**config.mk**
```make
export PLATFORM = sky130hd
export DESIGN_NAME = tone_detector_flat
export DESIGN_NICKNAME = d
export VERILOG_FILES = /design/src/rtl/tone_detector_if.sv /design/src/rtl/tone_detector.sv /design/src/flat_wrapper.sv
export SDC_FILE = /design/constraint.sdc
export NUM_CORES = 1
export LEC_CHECK = 0
export CORE_MARGIN = 2
export CORE_UTILIZATION = 47
export CTS_CLUSTER_DIAMETER = 80
export DETAILED_ROUTE_END_ITERATION = 8
export GPL_TIMING_DRIVEN = 0
export PLACE_DENSITY = 0.65
export SLEW_MARGIN = 10
export SYNTH_ARGS = -nofsm -noshare
export SYNTH_HDL_FRONTEND = slang
export SYNTH_SLANG_ARGS = --single-unit
```
**constraint.sdc**
```tcl
create_clock -name CLK -period 2.88 [get_ports CLK]
set_input_delay 0.576 -clock CLK [delete_from_list [all_inputs] [get_ports CLK]]
set_output_delay 0.576 -clock CLK [all_outputs]
set_load 0.01 [all_outputs]
```
**src/rtl/tone_detector_if.sv**
```systemverilog
// Host read port of the tone detector: three nibble selects and the 4-bit read data.
// LSEL returns the live low nibble and latches a snapshot; HSEL/HHSEL read that snapshot.
interface tone_detector_if;
    logic       LSEL;
    logic       HSEL;
    logic       HHSEL;
    logic [3:0] DOUT;

    modport master (output LSEL, output HSEL, output HHSEL, input DOUT);
    modport slave  (input LSEL, input HSEL, input HHSEL, output DOUT);
endinterface

```
**src/rtl/tone_detector.sv**
```systemverilog
// Measures the half-period of an asynchronous square wave in TICK units and returns
// it as nibbles using the tone generator's LSEL/HSEL/HHSEL layout.
module tone_detector #(
    parameter int WIDTH       = 11,
    parameter int MIN_COUNT   = 2,
    parameter int SYNC_STAGES = 2
) (
    input  logic            CLK,
    input  logic            RST_C,
    input  logic            TICK,
    input  logic            SIN,
    tone_detector_if.slave  bus,
    output logic            VALID,
    output logic            NOSIG,
    output logic            NEWR,
    output logic [0:0]      state_dbg
);

    localparam logic [0:0] ST_IDLE  = 1'b0;
    localparam logic [0:0] ST_ARMED = 1'b1;
    localparam logic [WIDTH-1:0] MIN_CNT = WIDTH'(MIN_COUNT);
    localparam logic [WIDTH-1:0] ONE     = WIDTH'(1);

    logic [SYNC_STAGES-1:0] sync_q, sync_d;
    logic                   prev_q, prev_d;
    logic [0:0]             state_q, state_d;
    logic [WIDTH-1:0]       cnt_q, cnt_d;
    logic [WIDTH-1:0]       result_q, result_d;
    logic [WIDTH-1:0]       snap_q, snap_d;
    logic                   valid_q, valid_d;
    logic                   nosig_q, nosig_d;
    logic                   newr_q, newr_d;

    logic                   edge_det;
    logic                   cnt_max;
    logic                   accept;
    logic [3:0]             dout;

    assign edge_det = sync_q[SYNC_STAGES-1] ^ prev_q;
    assign cnt_max  = &cnt_q;
    // Out of IDLE any edge only re-arms; in ARMED short intervals are glitches.
    assign accept   = edge_det && ((state_q == ST_IDLE) || (cnt_q >= MIN_CNT));

    always_comb begin
        sync_d   = {sync_q[SYNC_STAGES-2:0], SIN};
        prev_d   = sync_q[SYNC_STAGES-1];
        state_d  = state_q;
        cnt_d    = cnt_q;
        result_d = result_q;
        valid_d  = valid_q;
        nosig_d  = nosig_q;
        newr_d   = 1'b0;
        snap_d   = bus.LSEL ? result_q : snap_q;

        if (accept) begin
            cnt_d   = '0;
            state_d = ST_ARMED;
            if (state_q == ST_ARMED) begin
                result_d = cnt_q;
                newr_d   = 1'b1;
                valid_d  = 1'b1;
                nosig_d  = 1'b0;
            end
        end else begin
            if (TICK && !cnt_max) begin
                cnt_d = cnt_q + ONE;
            end
            // Saturated counter with no accepted edge: the signal is gone.
            if (cnt_max) begin
                state_d = ST_IDLE;
                valid_d = 1'b0;
                nosig_d = 1'b1;
            end
        end
    end

    always_ff @(posedge CLK or posedge RST_C) begin
        if (RST_C) begin
            sync_q   <= '0;
            prev_q   <= 1'b0;
            state_q  <= ST_IDLE;
            cnt_q    <= '0;
            result_q <= '0;
            snap_q   <= '0;
            valid_q  <= 1'b0;
            nosig_q  <= 1'b0;
            newr_q   <= 1'b0;
        end else begin
            sync_q   <= sync_d;
            prev_q   <= prev_d;
            state_q  <= state_d;
            cnt_q    <= cnt_d;
            result_q <= result_d;
            snap_q   <= snap_d;
            valid_q  <= valid_d;
            nosig_q  <= nosig_d;
            newr_q   <= newr_d;
        end
    end

    // The low nibble is live; upper nibbles come from the snapshot taken on the L read.
    always_comb begin
        dout = 4'd0;
        if (bus.LSEL) begin
            dout = result_q[3:0];
        end else if (bus.HSEL) begin
            dout = snap_q[7:4];
        end else if (bus.HHSEL) begin
            dout = {1'b0, snap_q[WIDTH-1:8]};
        end
    end

    assign bus.DOUT  = dout;
    assign VALID     = valid_q;
    assign NOSIG     = nosig_q;
    assign NEWR      = newr_q;
    assign state_dbg = state_q;

endmodule
```
**src/flat_wrapper.sv**
```systemverilog
// flat-port wrapper written by rule: the top's interface ports become plain ports
module tone_detector_flat 
#(
    parameter int WIDTH       = 11,
    parameter int MIN_COUNT   = 2,
    parameter int SYNC_STAGES = 2
)
  (CLK, RST_C, TICK, SIN, VALID, NOSIG, NEWR, state_dbg, bus_LSEL, bus_HSEL, bus_HHSEL, bus_DOUT);
  tone_detector_if bus_i ();
  input  logic CLK;
  input  logic RST_C;
  input  logic TICK;
  input  logic SIN;
  output logic VALID;
  output logic NOSIG;
  output logic NEWR;
  output logic [0:0] state_dbg;
  input wire logic [$bits(bus_i.LSEL)-1:0] bus_LSEL;
  input wire logic [$bits(bus_i.HSEL)-1:0] bus_HSEL;
  input wire logic [$bits(bus_i.HHSEL)-1:0] bus_HHSEL;
  output wire logic [$bits(bus_i.DOUT)-1:0] bus_DOUT;
  assign bus_i.LSEL = bus_LSEL;
  assign bus_i.HSEL = bus_HSEL;
  assign bus_i.HHSEL = bus_HHSEL;
  assign bus_DOUT = bus_i.DOUT;
  tone_detector #(.WIDTH(WIDTH), .MIN_COUNT(MIN_COUNT), .SYNC_STAGES(SYNC_STAGES)) u_core (.CLK(CLK), .RST_C(RST_C), .TICK(TICK), .SIN(SIN), .bus(bus_i), .VALID(VALID), .NOSIG(NOSIG), .NEWR(NEWR), .state_dbg(state_dbg));
endmodule
```
==> impl_results.md <==
* Final core utilization at 0.5605
* Multi-input logic area at about 660 um2
* Commonest cells post-synth: dfrtp_1, nand2_1, a21oi_1, mux2_2, o21ai_0
* Hold Fails Final Rpt at 0
* Crit path cell chain: clkdlybuf4s50_1, nor2_1, a21oi_1, o21ai_0, clkdlybuf4s50_1
* I/O pins at 15
* Clk_lat worst skew at 0.33 ns
* Max Slew Vio Count at 0
* Mapped Cells at about 140
* Core ar. at approximately 3300 um2
* Worst hold path type: reg2reg
* Main combinational cell family by area after synthesis: simple AND/OR/NAND/NOR gates
* Avg Inst Size Synth at roughly 11 um2
* GR Util All Layers at 0.1758
* Data required, critical path at 2.30 ns
* Area of the mapped netlist at between 1500 and 2000 um2
* Power Internal at 0.0008102 W
* Synth Area in XOR/XNOR at 0.01090
* Number of global-route vias before repair at about 1100
* Syn_nets at roughly 150
* Outcome: finished, final reports clean
* Top post-synthesis cells by area: dfrtp_1, mux2_2, mux2_1
* EDFF count, synth at 0
* Clk pwr share at 0.237
* Synth Flop Type: dfrtp_1
* Die Area at just under 4000 um2
* DRT Pass-1 Iters at 4
* GR Overflow Total at 0
* R2R Path Start: u_core.cnt_q[0]
* Initial DRC count at 27
* FF+latch area at 900.9 um2
* Sequential power share at 0.520
* Buf+Inv Stages, Crit Path at 2
* ANT nets after route at 0
* Largest stage delay, worst path at about 0.56 ns
* Tmin final at 2.582 ns
* Top-count cell post-synth: dfrtp_1
* Compound-Gate Fraction of Synth Area at 0.1207
* Max-slew headroom at 0.5271
* Worst setup SP type: input pin
* Period utilization at 0.8964
* Yosys warns at 0
* Placed inst area at between 1500 and 2000 um2
* Total length of routed wires at just under 3000 um
* Layout cells sized above 1 at 0.1534
* Comb pwr share at 0.244
* Critical Path Start: bus_HSEL
* CP Max Fanout at 7
* Cell taking the most area after synthesis: dfrtp_1
* Number of buffers added for setup after CTS at 0
* Post-DP HPWL at about 2200 um
* Drt wl/cell at 14.08 um
* Clock skew at 0.001006 ns
* Initial antenna violation count at 0
* RSZ-0062 raised after global routing: false
* Post-synth top area share at 0.5607
* Max cap viols at 0
* CTS Hold Buffers Added at 0
* Largest net degree at the start of global routing at 37
* Via Count at around 1100
* Sw frac at 0.3054
* Post-CTS Resized at 0
* Hold slack at roughly 0.36 ns
* RePlAce Congestion at approximately 0.8
* Final setup viols at 0
* CTS root buffer: clkbuf_4
* VDD IR-drop max at 0.3643 mV
* PortBufs at 13
* P&R area growth vs syn at 15.50%
* F_max at just under 0.4 GHz
* Die height at between 60 and 70 um
* Critical path's most frequent cell: clkdlybuf4s50_1
* Lkg Pwr at ~0.84 nW
* Crit end category: output pin
* Post-Synth Adder-Cell Area at 0.01558
* Clock transition at path regs at 0.10 ns
* Vias/cell at roughly 5.3
* Critical path class: in2out
* Slowest CP cell: clkdlybuf4s50_1
* Post-synthesis sequential area ratio at 0.5607
* CTS tree: done
* H-tree depth at 2
* Mux contribution to synthesized area at 0.1262
* Clock tree sinks at 36
* Die W at roughly 62 um
* Arr. time, crit path at about 2 ns
* Row Count at 21
* CTS Buf Count at 5
* Finished layout cell area at around 1900 um2
* # DRC at 0
* First-pass GRT wire length at approximately 5300 um
* Yosys cell types at 31
* Starting Density at 0.4853
* Filler Cell Count at ~300
* FF+latch count, synth at 36
* HP Start: u_core.sync_q[0]
* Top delay family on crit path: buffers and inverters
* Slew @ Worst Pin at 0.7083 ns
* FFs w/ async S/R, synth at 1.000
* Ant. Diodes at 0
* PwrDens at between 600 and 700 nW/um2
* Post-synthesis simple-gate area fraction at 0.1371
* Setup TNS at 0 ns
* Max Root-Sink Buffers at 2
* P_sw at ~0.00036 W
* Fin nets at ~170
## through the flow
| step | worst slack [ns] | total power (W) | cells |
|---|---|---|---|
| final | 0.2982 | 0.001166 | 209 |
| after global routing | 0.2228 | 0.001246 | 209 |
| after CTS | 0.2957 | 0.001183 | 209 |
| after detailed placement | 0.2930 | 0.0009061 | 201 |
| after global placement | 0.3382 | 0.0008953 | 201 |
| after floorplan | 0.7260 | 0.0008060 | 142 |
## cells by family (layout without fill, tap and decap cells)
logic type / after synthesis / count (layout)
buf+inv: 10 / 31
compound gates: 31 / 31
simple gates: 43 / 43
flops: 36 / 36
mux: 18 / 18
fa+ha+maj: 2 / 2
xor+xnor: 2 / 2
## final timing paths
path,to,slack (ns),depth (start not counted)
hold reg to reg,u_core.sync_q[1],0.36,0
setup / recovery,bus_DOUT[0],0.30,5
setup reg to reg,u_core.result_q[0],0.50,7
max in group asynchronous,u_core.result_q[6],1.76,2
hold / removal,u_core.sync_q[1],0.36,0
min in group asynchronous,u_core.snap_q[4],0.66,2
## per-layer routing
layer  part of all wire  up-vias  GRT usage  wire, um
li1                   -      555          -         -
met1               0.46      532     0.2254      1341
met2               0.49       22     0.2849      1442
met3              0.037        5    0.03784       108
met4              0.017        0    0.08333        49
met5                  0        -          0         0
## state kept, by name (all words and copies together) (netlist names)
signal,count
u_core.result_q,11
u_core.NOSIG,1
u_core.sync_q,2
u_core.state_dbg,1
u_core.prev_q,1
u_core.snap_q,7
u_core.cnt_q,11
u_core.NEWR,1
u_core.VALID,1
## cell usage in the layout (no fill, tap or decap)
cell,n
nand3_1,6
mux2_2,11
clkdlybuf4s50_1,13
o31a_1,2
o41ai_2,1
o31ai_1,2
or4_1,4
clkbuf_4,5
a41oi_1,1
buf_2,1
nand4_1,1
o2bb2ai_1,1
a31oi_1,1
buf_6,1
nor2_1,7
nor4_1,1
inv_1,4
clkbuf_8,1
clkbuf_1,3
xor2_1,1
o21a_1,1
or4b_1,1
inv_2,1
nand2_1,15
or2_2,1
a311oi_1,1
mux2_1,7
o21ai_0,10
dfrtp_1,36
or3_1,5
clkinv_2,2
xnor2_1,1
nand2_4,1
a21oi_1,11
ha_1,2
and3_1,1
## final cells by class
class,count,area share
flip-flops and latches,36,0.4855
multi-input cells,96,0.3554
repair buffers,13,0.07013
well taps,46,0.03102
clock buffers,6,0.02765
plain buffers,5,0.01483
inverters,5,0.01011
clock inverters,2,0.005394
## power by group through the flow
stage	sequential (W)	clock [W]	combinational, W
floorplan	0.000602	0	0.000204
global placement	0.000613	0	0.000283
detailed placement	0.000617	0	0.000289
CTS	0.000606	0.000286	0.000290
global route	0.000616	0.000313	0.000317
finish	0.000606	0.000276	0.000284
Note: power is estimated with default switching activity, not from simulation.
